$ cat src/rtl/uart_pkg.sv
// Shared UART definitions: receiver state encoding and default bit timing.
package uart_pkg;

    typedef enum logic [1:0] {
        StIdle,
        StStart,
        StData,
        StStop
    } uart_rx_state_t;

    // 1 MHz mclk / 9600 baud
    localparam int unsigned CLKS_PER_BIT_DEFAULT = 104;

endpackage

$ cat src/rtl/uart_fifo.sv
// Byte FIFO with first-word fall-through read port; pops while empty are ignored and
// pushes while full are dropped unless a pop happens in the same cycle.
module uart_fifo #(
    parameter int unsigned DEPTH = 4
) (
    input  logic       clk,
    input  logic       rst_n,
    input  logic       push,
    input  logic       pop,
    input  logic [7:0] wdata,
    output logic [7:0] rdata,
    output logic       empty,
    output logic       full
);

    localparam int unsigned AW = (DEPTH > 1) ? $clog2(DEPTH) : 1;
    localparam logic [AW:0] CountFull = (AW + 1)'(DEPTH);

    logic [7:0]    mem_q [DEPTH];
    logic [AW-1:0] wr_ptr_q;
    logic [AW-1:0] rd_ptr_q;
    logic [AW:0]   count_q;
    logic          do_push;
    logic          do_pop;

    assign empty   = (count_q == '0);
    assign full    = (count_q == CountFull);
    assign do_pop  = pop & ~empty;
    // A pop in the same cycle frees the slot the push needs
    assign do_push = push & (~full | do_pop);
    assign rdata   = mem_q[rd_ptr_q];

    always_ff @(posedge clk or negedge rst_n) begin
        if (!rst_n) begin
            for (int i = 0; i < DEPTH; i++) begin
                mem_q[i] <= '0;
            end
            wr_ptr_q <= '0;
            rd_ptr_q <= '0;
            count_q  <= '0;
        end else begin
            if (do_push) begin
                mem_q[wr_ptr_q] <= wdata;
                wr_ptr_q        <= wr_ptr_q + 1'b1;
            end
            if (do_pop) begin
                rd_ptr_q <= rd_ptr_q + 1'b1;
            end
            if (do_push && !do_pop) begin
                count_q <= count_q + 1'b1;
            end else if (do_pop && !do_push) begin
                count_q <= count_q - 1'b1;
            end
        end
    end

endmodule

$ cat src/rtl/uart_rx.sv
// 8N1 UART receiver: input synchronizer, centre-sampling FSM, receive FIFO and sticky
// overrun / framing error flags.
module uart_rx
    import uart_pkg::*;
#(
    parameter int unsigned CLKS_PER_BIT = CLKS_PER_BIT_DEFAULT,
    parameter int unsigned DEPTH        = 4
) (
    input  logic       clk,
    input  logic       rst_n,
    input  logic       rx,
    input  logic       rd_en,
    input  logic       clr_err,
    output logic [7:0] data,
    output logic       valid,
    output logic       full,
    output logic       overrun,
    output logic       frame_err,
    output logic       irq
);

    localparam logic [11:0] BitLast  = 12'(CLKS_PER_BIT - 1);
    localparam logic [11:0] HalfLast = 12'(CLKS_PER_BIT / 2 - 1);

    logic           rx_meta_q;
    logic           rx_s;
    uart_rx_state_t state_q, state_d;
    logic [11:0]    cnt_q, cnt_d;
    logic [2:0]     idx_q, idx_d;
    logic [7:0]     shift_q, shift_d;
    logic           push;
    logic           frame_evt;
    logic           overrun_evt;
    logic           overrun_q, frame_err_q;
    logic           fifo_empty;
    logic           fifo_full;

    // Synchronizer flops idle high so reset never looks like a start edge
    always_ff @(posedge clk or negedge rst_n) begin
        if (!rst_n) begin
            rx_meta_q <= 1'b1;
            rx_s      <= 1'b1;
        end else begin
            rx_meta_q <= rx;
            rx_s      <= rx_meta_q;
        end
    end

    always_ff @(posedge clk or negedge rst_n) begin
        if (!rst_n) begin
            state_q <= StIdle;
            cnt_q   <= '0;
            idx_q   <= '0;
            shift_q <= '0;
        end else begin
            state_q <= state_d;
            cnt_q   <= cnt_d;
            idx_q   <= idx_d;
            shift_q <= shift_d;
        end
    end

    always_comb begin
        state_d   = state_q;
        cnt_d     = cnt_q;
        idx_d     = idx_q;
        shift_d   = shift_q;
        push      = 1'b0;
        frame_evt = 1'b0;
        case (state_q)
            StIdle: begin
                if (!rx_s) begin
                    state_d = StStart;
                    cnt_d   = '0;
                end
            end
            StStart: begin
                if (cnt_q == HalfLast) begin
                    cnt_d   = '0;
                    idx_d   = '0;
                    state_d = rx_s ? StIdle : StData;
                end else begin
                    cnt_d = cnt_q + 12'd1;
                end
            end
            StData: begin
                if (cnt_q == BitLast) begin
                    cnt_d          = '0;
                    shift_d[idx_q] = rx_s;
                    if (idx_q == 3'd7) begin
                        state_d = StStop;
                    end else begin
                        idx_d = idx_q + 3'd1;
                    end
                end else begin
                    cnt_d = cnt_q + 12'd1;
                end
            end
            StStop: begin
                if (cnt_q == BitLast) begin
                    cnt_d     = '0;
                    state_d   = StIdle;
                    push      = rx_s;
                    frame_evt = ~rx_s;
                end else begin
                    cnt_d = cnt_q + 12'd1;
                end
            end
            default: state_d = StIdle;
        endcase
    end

    uart_fifo #(
        .DEPTH (DEPTH)
    ) u_fifo (
        .clk   (clk),
        .rst_n (rst_n),
        .push  (push),
        .pop   (rd_en),
        .wdata (shift_q),
        .rdata (data),
        .empty (fifo_empty),
        .full  (fifo_full)
    );

    // A full FIFO is never empty, so rd_en here always means a real pop
    assign overrun_evt = push & fifo_full & ~rd_en;

    always_ff @(posedge clk or negedge rst_n) begin
        if (!rst_n) begin
            overrun_q   <= 1'b0;
            frame_err_q <= 1'b0;
        end else begin
            overrun_q   <= (overrun_q & ~clr_err) | overrun_evt;
            frame_err_q <= (frame_err_q & ~clr_err) | frame_evt;
        end
    end

    assign valid     = ~fifo_empty;
    assign full      = fifo_full;
    assign overrun   = overrun_q;
    assign frame_err = frame_err_q;
    assign irq       = valid | overrun_q | frame_err_q;

endmodule

$ cat config.mk
export PLATFORM = sky130hd
export DESIGN_NAME = uart_rx
export DESIGN_NICKNAME = d
export VERILOG_FILES = /design/src/rtl/uart_pkg.sv /design/src/rtl/uart_fifo.sv /design/src/rtl/uart_rx.sv
export SDC_FILE = /design/constraint.sdc
export NUM_CORES = 1
export LEC_CHECK = 0
export ABC_AREA = 1
export BUFFER_PORTS_ARGS = -buffer_cell sky130_fd_sc_hd__buf_2
export CAP_MARGIN = 30
export CORE_ASPECT_RATIO = 1.2
export CORE_MARGIN = 1
export CORE_UTILIZATION = 55
export DETAILED_ROUTE_END_ITERATION = 16
export PLACE_DENSITY = 0.81
export REMOVE_ABC_BUFFERS = 1
export SYNTH_ARGS = -nofsm -noshare
export SYNTH_HDL_FRONTEND = slang
export SYNTH_SLANG_ARGS = --single-unit
$ cat constraint.sdc
create_clock -name clk -period 6.4 [get_ports clk]
set_clock_uncertainty 0.1 [all_clocks]
set_input_delay 0.32 -clock clk [delete_from_list [all_inputs] [get_ports clk]]
set_output_delay 0.32 -clock clk [all_outputs]
set_load 0.01 [all_outputs]
Yosys cells after proc, flatten, opt, wreduce, memory -nomap -nowiden. Cells that the tools add are included.

Add/sub/neg operators: 6. Order comparisons: 5. Eq/ne operators: 13. Muxes and demuxes: 30. Bitwise logic cells: 18. Reduce and logical (&&, ||, !) cells: 14.

Operators by type and width (number): $mux 12 (3); $pmux 12 s3 (1); $bwmux 32 (1); $mux 8 (3); $bmux 8 s2 (1); $demux 8 s2 (1); $mux 3 (5); $add 12x1->12 const B (1); $eq 12x6->1 const B (1); $eq 12x7->1 const B (1); $mux 2 (6); $ne 2x2->1 const B (6); $bwmux 8 (1); $pmux 2 s4 (1); $add 3x1->3 const B (2); $and 1x1->1 (6); $eq 3x3->1 const B (2); $ge 3x3->1 const B (2); $not 2->3 (2); $pmux 3 s2 (1); $mux 1 (5); $not 1->1 (5); $or 1x1->1 (5); $reduce_and 5->1 (1); other kinds (16) (23).

Flip-flop bits (word level): 68. Input port bits: 5. Output and inout port bits: 13. Word-level logic and storage cells: 101.

Logic depth before layout (Yosys ltp). Gate-level depths: netlist of run 1.

Depth after elaboration: 9. Gate-level depth with buffers: 16. Mapped depth without buffers: 16.

By module. Synthesis of run 1 repeated with hierarchy kept, for this count alone.

Cell total of the unflattened synthesis: 432. Area total of the unflattened synthesis: 3539.6 µm².

Modules (own cells, without submodules): uart_fifo (instances 1, cells an instance 236, area an instance 1995.7 µm², sequential area each 975.9 µm²); uart_rx (instances 1, cells an instance 196, area an instance 1544.0 µm², sequential area each 728.2 µm²).

Least setup slack after synthesis of run 1. No wires, ideal clock.

Path type: register to register. Start: register u_fifo.count_q[0]. End: register u_fifo.count_q[1]. Library setup time: 0.125 ns. Arrival time: 2.199 ns. Data required time: 6.175 ns. Path slack: 3.976 ns. Cell stages (with the launch flop): 12. Path buffers: 1. Clock period less this slack: 2.424 ns. Path through: dfrtp_1 nor3_1 inv_1 nand2_1 nand2_1 buf_2 nand2_1 inv_2 ha_1 inv_1 fa_1 mux2_2.

Cells in the longest elaborated chain, start to end: 8.

RTL lines: start, declared (line uart_fifo.sv:22) `logic [AW:0] count_q;`; start signal, assigned (line uart_fifo.sv:50) `count_q <= count_q + 1'b1;`; start signal, assigned (line uart_fifo.sv:52) `count_q <= count_q - 1'b1;`; $logic_not 3->1 * (line uart_fifo.sv:26) `assign empty = (count_q == '0);`; $not 1->1 *; net valid (line uart_rx.sv:15) `output logic valid,`; $and 1x1->1 * (line uart_fifo.sv:28) `assign do_pop = pop & ~empty;`; $or 1x1->1 * (line uart_fifo.sv:30) `assign do_push = push & (~full | do_pop);`; $and 1x1->1 * (line uart_fifo.sv:30); net u_fifo.do_push (line uart_fifo.sv:23) `logic do_push;`; $logic_not 1->1 (line uart_fifo.sv:51) `end else if (do_pop && !do_push) begin`; $logic_and 1x1->1 (line uart_fifo.sv:51); $reduce_bool 2->1 (no source line).

Mark *: on every way through the listed nets, which the timed path passes. The rest lies on a longest branch. The select of a mux whose other input is x is not followed. A chain may end at the register's enable or synchronous reset.

Worst setup path in the final report of run 1.
Start: register cnt_q[0]. End: register u_fifo.count_q[1].

Cells in the longest elaborated chain, start to end: 7.

RTL lines: start, declared (line uart_rx.sv:28) `logic [11:0] cnt_q, cnt_d;`; start signal, assigned (line uart_rx.sv:57) `cnt_q <= cnt_d;`; $eq 12x7->1 * (line uart_rx.sv:100) `if (cnt_q == BitLast) begin`; $mux 1 * (line uart_rx.sv:100); $mux 1 * (line uart_rx.sv:70) `case (state_q)`; $and 1x1->1 * (line uart_fifo.sv:30); net u_fifo.do_push (line uart_fifo.sv:23); $logic_not 1->1 (line uart_fifo.sv:51); $logic_and 1x1->1 (line uart_fifo.sv:51); $reduce_bool 2->1 (no source line).

Mark *: on every way through the listed nets, which the timed path passes. The rest lies on a longest branch.

==> metrics.md, run 1 <==
| Metric | Value |
|---|---|
| # H-tree levels | 3 |
| NetSw | 335 uW |
| Initial DRC Count | 216 |
| Gate count after technology mapping | 437 |
| RSZ-0062 raised after global routing | false |
| CTS Sinks | 68 |
| Min-delay worst type | input pin to asynchronous set/reset pin |
| WL final | 7.46 mm |
| Port bufs | 17 |
| Crit end category | register |
| Post-synth top area cell | dfrtp_1 |
| Global-route wire length before repair | 12.2 mm |
| Drt via density | 5.56 |
| Async SR Flop Fraction | 100% |
| Crit Path Category | register to register |
| Setup TNS | 0 ns |
| FF+latch count, synth | 68 |
| Power density cells | 278 nW/um2 |
| Max Freq | 340 MHz |
| Slew Limit Fails | 0 |
| GR Layer Usage met2 | 43.3% |
| Final antenna-violating net count | 0 |
| Final std cells w/o fill | 537 |
| Syn avg cell area | 7.97 um2 |
| Area after DPL | 3580 um2 |
| Worst-Margin Slew | 0.845 ns |
| Clock Pin Slew Worst Setup and Hold Paths | 0.07 ns |
| Sequential Power Share | 45.9% |
| Die W | 74.7 um |
| Final Setup Violations | 0 |
| Antenna fix cells | 0 |
| R2R depth | 13 |
| Hold Violations, Final | 0 |
| Top FF cell, synth | dfrtp_1 |
| Gpl congestion | 0.829 |
| GRT Total Usage | 24.7% |
| Initial Util | 57.2% |
| Relative slew margins | 43.6% |
| CTS max path bufs | 2 |
| VDD IR-drop max | 152 uV |
| Vias in the first global route | 2747 |
| Crit share post-route | 45.9% |
| Capturing point of the worst reg2reg path | u_fifo.count_q[1]$_DFFE_PN0P_ |
| Distinct cells, synth | 30 |
| CTS buffer count | 9 |
| DP HPWL | 5.13 mm |
| CORE AREA | 6090 um2 |
| Later-pin clock latency in the skew report | 0.35 ns |
| Grt met1 use | 28.4% |
| Status | completed |
| Initial antenna violation count | 0 |
| Post-synth EDFFs | 0 |
| Largest net degree at the start of global routing | 69 |
| Routed wire per std cell | 13.9 um |
| # DRC | 0 |
| Placement row count | 31 |
| Pre-Repair DR Iteration Count | 5 |
| GRT busiest layer | met2 |
| Fin nets | 464 |
| Root buf cell | clkbuf_8 |
| Reg area | 1700 um2 |
| CP max FO | 37 |
| GR Util met3 | 5.30% |
| Cell area after synthesis | 3480 um2 |
| Cell Int Power | 726 uW |
| Cell count after placement | 519 |
| Static Leak | 1.97 nW |
| Fillers | 525 |
| Max cap viols | 0 |
| YS warnings | 0 |
| Fin util | 62.6% |
| IO Pins | 18 |
| Final Instance Area | 3810 um2 |
| Layout area overhead | 9.45% |
| Yosys top cell area share | 47.4% |
| Overall via count from detail_route | 2985 |
| Multi-input logic area | 1530 um2 |
| Synth top area cells | dfrtp_1, nand2_1, nand4_1, o21ai_0, nor2_1 |
| Logic pwr share | 22.3% |
| Grt ovf | 0 |
| Hold_ws | 0.0698 ns |
| FF-to-FF Start | cnt_q[0]$_DFFE_PN0P_ |
| Switching share of power | 31.5% |
| Sequential area share after synthesis | 48.9% |
| Crit start category | register |
| Die area | 6660 um2 |
| Layout cell share with drive strength beyond 1 | 11.6% |
| FF-to-FF setup slack | 3.46 ns |
| Power share of the clock group | 31.9% |
| Minimum clock period | 2.94 ns |
| Worst Path Required | 6.53 ns |
| CTS tree | built |
| Die Y-Extent | 89.2 um |
| Worst Path Arrival | 3.07 ns |
sequential cells by signal, indices dropped and copies added, names as in the netlist, 2 cells and up, named ones only:
register         cells
u_fifo.mem_q        32
u_fifo.rd_ptr_q      2
shift_q              8
idx_q                3
u_fifo.wr_ptr_q      2
cnt_q               12
u_fifo.count_q       3
per-layer routing:
metal	share of wire (%)	vias to the layer above
li1	-	1467
met1	42	1420
met2	52	79
met3	3.4	19
met4	2.3	0
met5	0	-
worst max-delay path, stage by stage, from the launching register on:
cell      delay, ns
dfrtp_1        0.41
ha_1           0.23
nand2_1        0.10
nor2_1         0.07
nand2_1        0.08
nor2_2         0.05
nand3_1        0.10
clkinv_2       0.40
nand2_1        0.27
inv_2          0.06
ha_1           0.17
inv_1          0.10
fa_1           0.41
mux2_2         0.27
how the worst max path moves through the flow:
stage,start,end,slack [ns],cells after the start
global route,cnt_q[0]$_DFFE_PN0P_,u_fifo.count_q[2]$_DFFE_PN0P_,3.11,16
finish,cnt_q[0]$_DFFE_PN0P_,u_fifo.count_q[1]$_DFFE_PN0P_,3.46,13
global placement,u_fifo.count_q[0]$_DFFE_PN0P_,u_fifo.count_q[1]$_DFFE_PN0P_,3.39,10
detailed placement,u_fifo.count_q[0]$_DFFE_PN0P_,u_fifo.count_q[1]$_DFFE_PN0P_,3.17,10
floorplan,u_fifo.count_q[0]$_DFFE_PN0P_,u_fifo.count_q[1]$_DFFE_PN0P_,3.48,8
CTS,u_fifo.count_q[0]$_DFFE_PN0P_,u_fifo.count_q[1]$_DFFE_PN0P_,3.15,10
layout by cell type (no fill, tap or decap):
cell | netlist | layout
nand2_1 | 133 | 133
dfrtp_1 | 66 | 66
nor2_1 | 39 | 39
o21ai_0 | 36 | 36
inv_1 | 35 | 35
nand4_1 | 33 | 33
nand3_1 | 20 | 20
buf_2 | 4 | 17
clkbuf_8 | 0 | 13
o22ai_1 | 10 | 10
ha_1 | 8 | 8
inv_2 | 5 | 5
nor2_2 | 5 | 5
nand3_2 | 4 | 4
a21oi_1 | 4 | 4
o21ai_1 | 4 | 4
nor3_1 | 3 | 3
xor2_1 | 3 | 3
clkinv_2 | 1 | 2
clkbuf_1 | 9 | 2
dfstp_2 | 2 | 2
o32ai_1 | 1 | 1
nor2_4 | 1 | 1
o21ai_2 | 1 | 1
or2_0 | 1 | 1
or2_1 | 1 | 1
mux2_2 | 1 | 1
xnor2_1 | 1 | 1
fa_1 | 1 | 1
dlygate4sd3_1 | 0 | 1
buf_16 | 0 | 1
buf_4 | 4 | 1
cells in the mapped netlist, types with 5 or more instances:
master,number
o21ai_0,36
nor2_2,5
clkbuf_1,9
nand4_1,33
dfrtp_1,66
nand3_1,20
nand2_1,133
inv_1,35
inv_2,5
nor2_1,39
ha_1,8
o22ai_1,10
metrics by stage:
stage | power, mW | setup WS [ns]
CTS | 1.06 | 3.15
floorplan | 0.631 | 3.48
finish | 1.06 | 3.46
global placement | 0.709 | 3.39
global route | 1.12 | 3.11
detailed placement | 0.720 | 3.17
layout make-up:
| class | instances | share of cell area (%) |
|---|---|---|
| well taps | 82 | 2.69 |
| clock inverters | 1 | 0.131 |
| inverters | 41 | 4.07 |
| clock buffers | 15 | 4.89 |
| flip-flops and latches | 68 | 44.7 |
| repair buffers | 20 | 3.41 |
| multi-input cells | 310 | 40.1 |
kinds of logic (layout without fill, tap and decap cells):
family                   Yosys count  count (layout)  share of synthesized area (%)
multiplexers                       1               1                          0.323
flip-flops                        68              68                           48.9
adder cells (fa/ha/maj)            9               9                           3.45
XOR/XNOR                           4               4                           1.01
AND/OR/NAND/NOR                  240             240                           30.5
AO/OA/AOI/OAI                     56              56                           8.62
buffers and inverters             59              77                           7.18
power by group through the flow:
stage / Combinational [mW] / Sequential, mW / Clock (mW)
after floorplan: 0.151 / 0.480 / 0
after global placement: 0.219 / 0.490 / 0
after detailed placement: 0.227 / 0.493 / 0
after CTS: 0.229 / 0.486 / 0.346
after global routing: 0.269 / 0.490 / 0.363
final: 0.236 / 0.486 / 0.338
timing repair:
item                                   4_1_cts  5_1_grt
resized for setup                            0        0
hold buffers                                 1        0
setup buffers                                0        0
endpoints found under the hold margin        1        0
Note: power is estimated with default switching activity, not from simulation.
==> run 2, diff against run 1 <==
clock period = 2.87 ns   (was 6.4 ns; I/O delays follow)
==> metrics.md, run 2 (synthesis gave the netlist of run 1 again) <==
| Metric | Value |
|---|---|
| Regs by FF count | u_fifo.mem_q (32), cnt_q (12), shift_q (8) |
| Fin util | 62.8% |
| Final Setup Violations | 0 |
| CTS max path bufs | 2 |
| Slew Limit Fails | 0 |
| Initial antenna violation count | 0 |
| Switching share of power | 32.6% |
| Minimum clock period | 2.50 ns |
| Worst Path Arrival | 2.66 ns |
| Tot Pwr | 2.32 mW |
| Max Freq | 401 MHz |
| Reg area | 1700 um2 |
| Layout area overhead | 9.84% |
| Crit-path max cell delay | 0.39 ns |
| Port bufs | 17 |
| Initial DRC Count | 209 |
| Biggest register | u_fifo.mem_q |
| Cell Int Power | 1.56 mW |
| Layout cell share with drive strength beyond 1 | 12.0% |
| Power density cells | 606 nW/um2 |
| CTS Hold Bufs | 4 |
| Largest register FFs | 32 |
| CP max FO | 4 |
| Worst Path Required | 3.04 ns |
| Largest net degree at the start of global routing | 43 |
| Later-pin clock latency in the skew report | 0.34 ns |
| Crit Path Category | register to register |
| Post-CTS Resized | 0 |
| # H-tree levels | 3 |
| Place WS | 0.371 ns |
| Die W | 74.7 um |
| Min-delay worst type | register to register |
| Vias in the first global route | 2785 |
| Relative slew margins | 38.9% |
| Overall via count from detail_route | 2961 |
| Final antenna-violating net count | 0 |
| Status | completed |
| Sequential Power Share | 46.8% |
| IO Pins | 18 |
| Placement row count | 31 |
| Logic pwr share | 22.2% |
| Crit end category | register |
| Grt ovf | 0 |
| Cell count after placement | 522 |
| CP cell instances | ha_1, nand2_1, nor2_1, nand2_1, nor2_2, nand3_1, clkinv_2, nand2_1, inv_2, ha_1, inv_1, fa_1, nor2_1, nor2_1, nand2_1, xor2_1 |
| Initial Util | 57.2% |
| Gpl congestion | 0.901 |
| Setup Buffers After CTS | 0 |
| CTS Sinks | 68 |
| Max cap viols | 0 |
| # DRC | 0 |
| Multi-input logic area | 1530 um2 |
| Crit share post-route | 87.0% |
| Clock Pin Slew Worst Setup and Hold Paths | 0.07 ns |
| Hold Violations, Final | 0 |
| CP most frequent cell | nand2_1 |
| CORE AREA | 6090 um2 |
| Antenna fix cells | 0 |
| Fillers | 532 |
| Worst-Margin Slew | 0.917 ns |
| DP HPWL | 5.17 mm |
| Static Leak | 1.98 nW |
| GRT Total Usage | 24.3% |
| Critical-path top delay cell | dfrtp_1 |
| Root buf cell | clkbuf_8 |
| Final std cells w/o fill | 542 |
| Global-route wire length before repair | 12.1 mm |
| Most frequent cells in the layout | nand2_1, dfrtp_1, nor2_1 |
| Final WS setup | 0.374 ns |
| Die area | 6660 um2 |
| Die Y-Extent | 89.2 um |
| CTS buffer count | 9 |
| Fin nets | 469 |
| Pre-Repair DR Iteration Count | 4 |
| NetSw | 757 uW |
| VDD IR-drop max | 301 uV |
| Crit start category | register |
| CTS tree | built |
| Power share of the clock group | 31.0% |
| WL final | 7.32 mm |
| Drt via density | 5.46 |
| Routed wire per std cell | 13.5 um |
| Most common cell after layout, fill and taps aside | nand2_1 |
| RSZ-0062 raised after global routing | false |
## run 2: cell count changes in the layout (fill, tap and decap cells not counted)
| cell | before | now |
|---|---|---|
| buf_16 | 1 | 0 |
| clkbuf_8 | 13 | 11 |
| clkinvlp_4 | 0 | 1 |
| dlygate4sd3_1 | 1 | 4 |
| clkinv_4 | 0 | 1 |
| buf_4 | 1 | 4 |
## run 2: stage by stage
stage	setup TNS (ns)	hold WS [ns]	area, um2
global placement	0	0.151	3610
CTS	0	0.265	3830
detailed placement	0	0.153	3610
finish	0	0.260	3830
floorplan	-0.0473	-0.252	3390
global route	0	0.268	3830
## run 2: path summary, 6_finish.rpt
path	slack, ns	to	startpoint	cells after the start
max	0.37	u_fifo.count_q[2]$_DFFE_PN0P_	cnt_q[0]$_DFFE_PN0P_	16
min	0.26	rx_s$_DFF_PN1_	rx_meta_q$_DFF_PN1_	0
max reg2reg	0.37	u_fifo.count_q[2]$_DFFE_PN0P_	cnt_q[0]$_DFFE_PN0P_	16
min reg2reg	0.26	rx_s$_DFF_PN1_	rx_meta_q$_DFF_PN1_	0
max in group asynchronous	1.49	rx_meta_q$_DFF_PN1_	rst_n	3
min in group asynchronous	0.37	u_fifo.mem_q[1]$_DFFE_PN0P_	rst_n	2
## run 2: final cells by class
| type | count | area share (%) |
|---|---|---|
| clock buffer | 13 | 4.15 |
| inverter | 41 | 4.05 |
| tap | 82 | 2.68 |
| sequential | 68 | 44.5 |
| multi-input combinational | 310 | 40.0 |
| timing repair buffer | 25 | 4.05 |
| clock inverter | 3 | 0.556 |
## run 2: critical path: cells and delay by family (launching register included)
family / cells / cell delay [ns]
xor+xnor: 1 / 0.14
fa+ha+maj: 3 / 0.72
buf+inv: 3 / 0.22
flops: 1 / 0.39
simple gates: 9 / 0.88
## run 2: power by group through the flow
stage | registers [mW] | clock network (mW) | logic (mW)
after floorplan | 1.07 | 0 | 0.336
after global placement | 1.10 | 0 | 0.504
after detailed placement | 1.10 | 0 | 0.514
after CTS | 1.08 | 0.734 | 0.519
after global routing | 1.09 | 0.775 | 0.591
final | 1.09 | 0.718 | 0.515
## run 2: routing by layer
metal | part of all wire (%) | global-route usage [%] | wire (um) | up-vias
li1 | - | - | - | 1471
met2 | 52 | 43.2 | 3800 | 66
met1 | 43 | 27.3 | 3160 | 1409
met5 | 0 | 0 | 0 | -
met3 | 3.3 | 3.49 | 238 | 15
met4 | 1.7 | 14.9 | 123 | 0
==> run 3, diff against run 2 <==
CTS_BUF_LIST = sky130_fd_sc_hd__clkbuf_4   (was unset)
==> metrics.md, run 3 (synthesis gave the netlist of run 1 again) <==
| Metric | Value |
|---|---|
| Crit share post-route | 87.0% |
| Worst-Margin Slew | 0.896 ns |
| Biggest register | u_fifo.mem_q |
| Sequential Power Share | 51.0% |
| Grt ovf | 0 |
| Power share of the clock group | 24.8% |
| Layout cell share with drive strength beyond 1 | 12.0% |
| GRT busiest layer | met2 |
| Switching share of power | 34.5% |
| Die area | 6660 um2 |
| Worst Path Required | 3.11 ns |
| DP HPWL | 5.17 mm |
| Initial DRC Count | 241 |
| Hold Violations, Final | 0 |
| Largest net degree at the start of global routing | 43 |
| CTS tree | built |
| Worst Setup EP | u_fifo.count_q[2]$_DFFE_PN0P_ |
| FF-to-FF setup slack | 0.37 ns |
| Max Freq | 401 MHz |
| R2R depth | 16 |
| Final std cells w/o fill | 542 |
| WL final | 7.25 mm |
| Most common cell after layout, fill and taps aside | nand2_1 |
| Slew Limit Fails | 0 |
| Gpl congestion | 0.901 |
| Power density cells | 566 nW/um2 |
| Die W | 74.7 um |
| CORE AREA | 6090 um2 |
| Static Leak | 1.95 nW |
| Die Y-Extent | 89.2 um |
| Root buf cell | clkbuf_4 |
| Initial antenna violation count | 0 |
| Minimum clock period | 2.50 ns |
| # DRC | 0 |
| CTS max path bufs | 2 |
| Global-route wire length before repair | 12.0 mm |
| Drt via density | 5.50 |
| # H-tree levels | 3 |
| Most frequent cells in the layout | nand2_1, dfrtp_1, nor2_1 |
| Min-delay worst type | register to register |
| NetSw | 734 uW |
| IO Pins | 18 |
| Routed wire per std cell | 13.4 um |
| Cell count after placement | 522 |
| Status | completed |
| Regs by FF count | u_fifo.mem_q (32), cnt_q (12), shift_q (8) |
| Relative slew margins | 40.3% |
| Grt met1 use | 27.3% |
| Critical path startpoint | cnt_q[0]$_DFFE_PN0P_ |
| Final antenna-violating net count | 0 |
| Cell Int Power | 1.39 mW |
| Setup Buffers After CTS | 0 |
| CTS Sinks | 68 |
| Logic pwr share | 24.2% |
| Vias in the first global route | 2774 |
| Clock Pin Slew Worst Setup and Hold Paths | 0.11 ns |
| VDD IR-drop max | 250 uV |
| Crit end category | register |
| Layout area overhead | 7.87% |
| Setup TNS | 0 ns |
| Capturing point of the worst reg2reg path | u_fifo.count_q[2]$_DFFE_PN0P_ |
| Pre-Repair DR Iteration Count | 4 |
| GR Util met3 | 4.85% |
| FF-to-FF Start | cnt_q[0]$_DFFE_PN0P_ |
| Later-pin clock latency in the skew report | 0.41 ns |
| Port bufs | 17 |
| Antenna fix cells | 0 |
| Largest register FFs | 32 |
| Initial Util | 57.2% |
| Crit Path Category | register to register |
| Final Setup Violations | 0 |
| Worst Path Arrival | 2.73 ns |
| CP max FO | 4 |
| Fin nets | 469 |
| Overall via count from detail_route | 2979 |
| Max cap viols | 0 |
| Placement row count | 31 |
| GR Layer Usage met2 | 42.9% |
| Final WS setup | 0.374 ns |
| Place WS | 0.371 ns |
| CTS buffer count | 9 |
| Final Instance Area | 3760 um2 |
| RSZ-0062 raised after global routing | false |
| Hold_ws | 0.271 ns |
| GRT Total Usage | 23.9% |
| Crit start category | register |
| Area after DPL | 3610 um2 |
-- run 3: final cells by class --
cell class / count / area, um2
clock buffer: 11 / 82.6
clock inverter: 5 / 28.8
fill: 541 / 2330
inverter: 41 / 155
multi-input combinational: 310 / 1530
sequential: 68 / 1700
tap: 82 / 103
timing repair buffer: 25 / 155
-- run 3: worst max-delay path, cell delays in order, from the launching register on --
cell	delay (ns)
dfrtp_1	0.40
ha_1	0.20
nand2_1	0.09
nor2_1	0.14
nand2_1	0.08
nor2_2	0.12
nand3_1	0.12
clkinv_2	0.07
nand2_1	0.09
inv_2	0.08
ha_1	0.14
inv_1	0.07
fa_1	0.38
nor2_1	0.12
nor2_1	0.05
nand2_1	0.07
xor2_1	0.13
-- run 3: power by group through the flow --
stage / sequential (mW) / clock, mW / combinational (mW)
after floorplan: 1.07 / 0 / 0.336
after global placement: 1.10 / 0 / 0.504
after detailed placement: 1.10 / 0 / 0.514
after CTS: 1.08 / 0.548 / 0.519
after global routing: 1.09 / 0.584 / 0.592
final: 1.08 / 0.528 / 0.514
-- run 3: how the worst min path moves through the flow --
stage	from	cells after the start	to
finish	rx_meta_q$_DFF_PN1_	0	rx_s$_DFF_PN1_
global route	rx	2	rx_meta_q$_DFF_PN1_
CTS	rx	2	rx_meta_q$_DFF_PN1_
detailed placement	rx	1	rx_meta_q$_DFF_PN1_
global placement	rx	1	rx_meta_q$_DFF_PN1_
floorplan	rst_n	0	asynchronous set/reset pin
-- run 3: layer usage --
metal | routed length, um | share of wire [%]
met5 | 0 | 0
met2 | 3800 | 52
met4 | 142 | 2.0
met3 | 251 | 3.5
met1 | 3060 | 42
-- run 3: repair_timing --
action / CTS / global route
resized for setup: 0 / 0
endpoints found under the hold margin: 44 / 0
hold buffers: 4 / 0
-- run 3: per-stage QoR --
stage               utilization [%]  power (mW)
floorplan                         -        1.41
detailed placement             59.2        1.62
finish                         61.7        2.13
global route                   61.7        2.27
CTS                            61.7        2.15
global placement               59.2        1.60
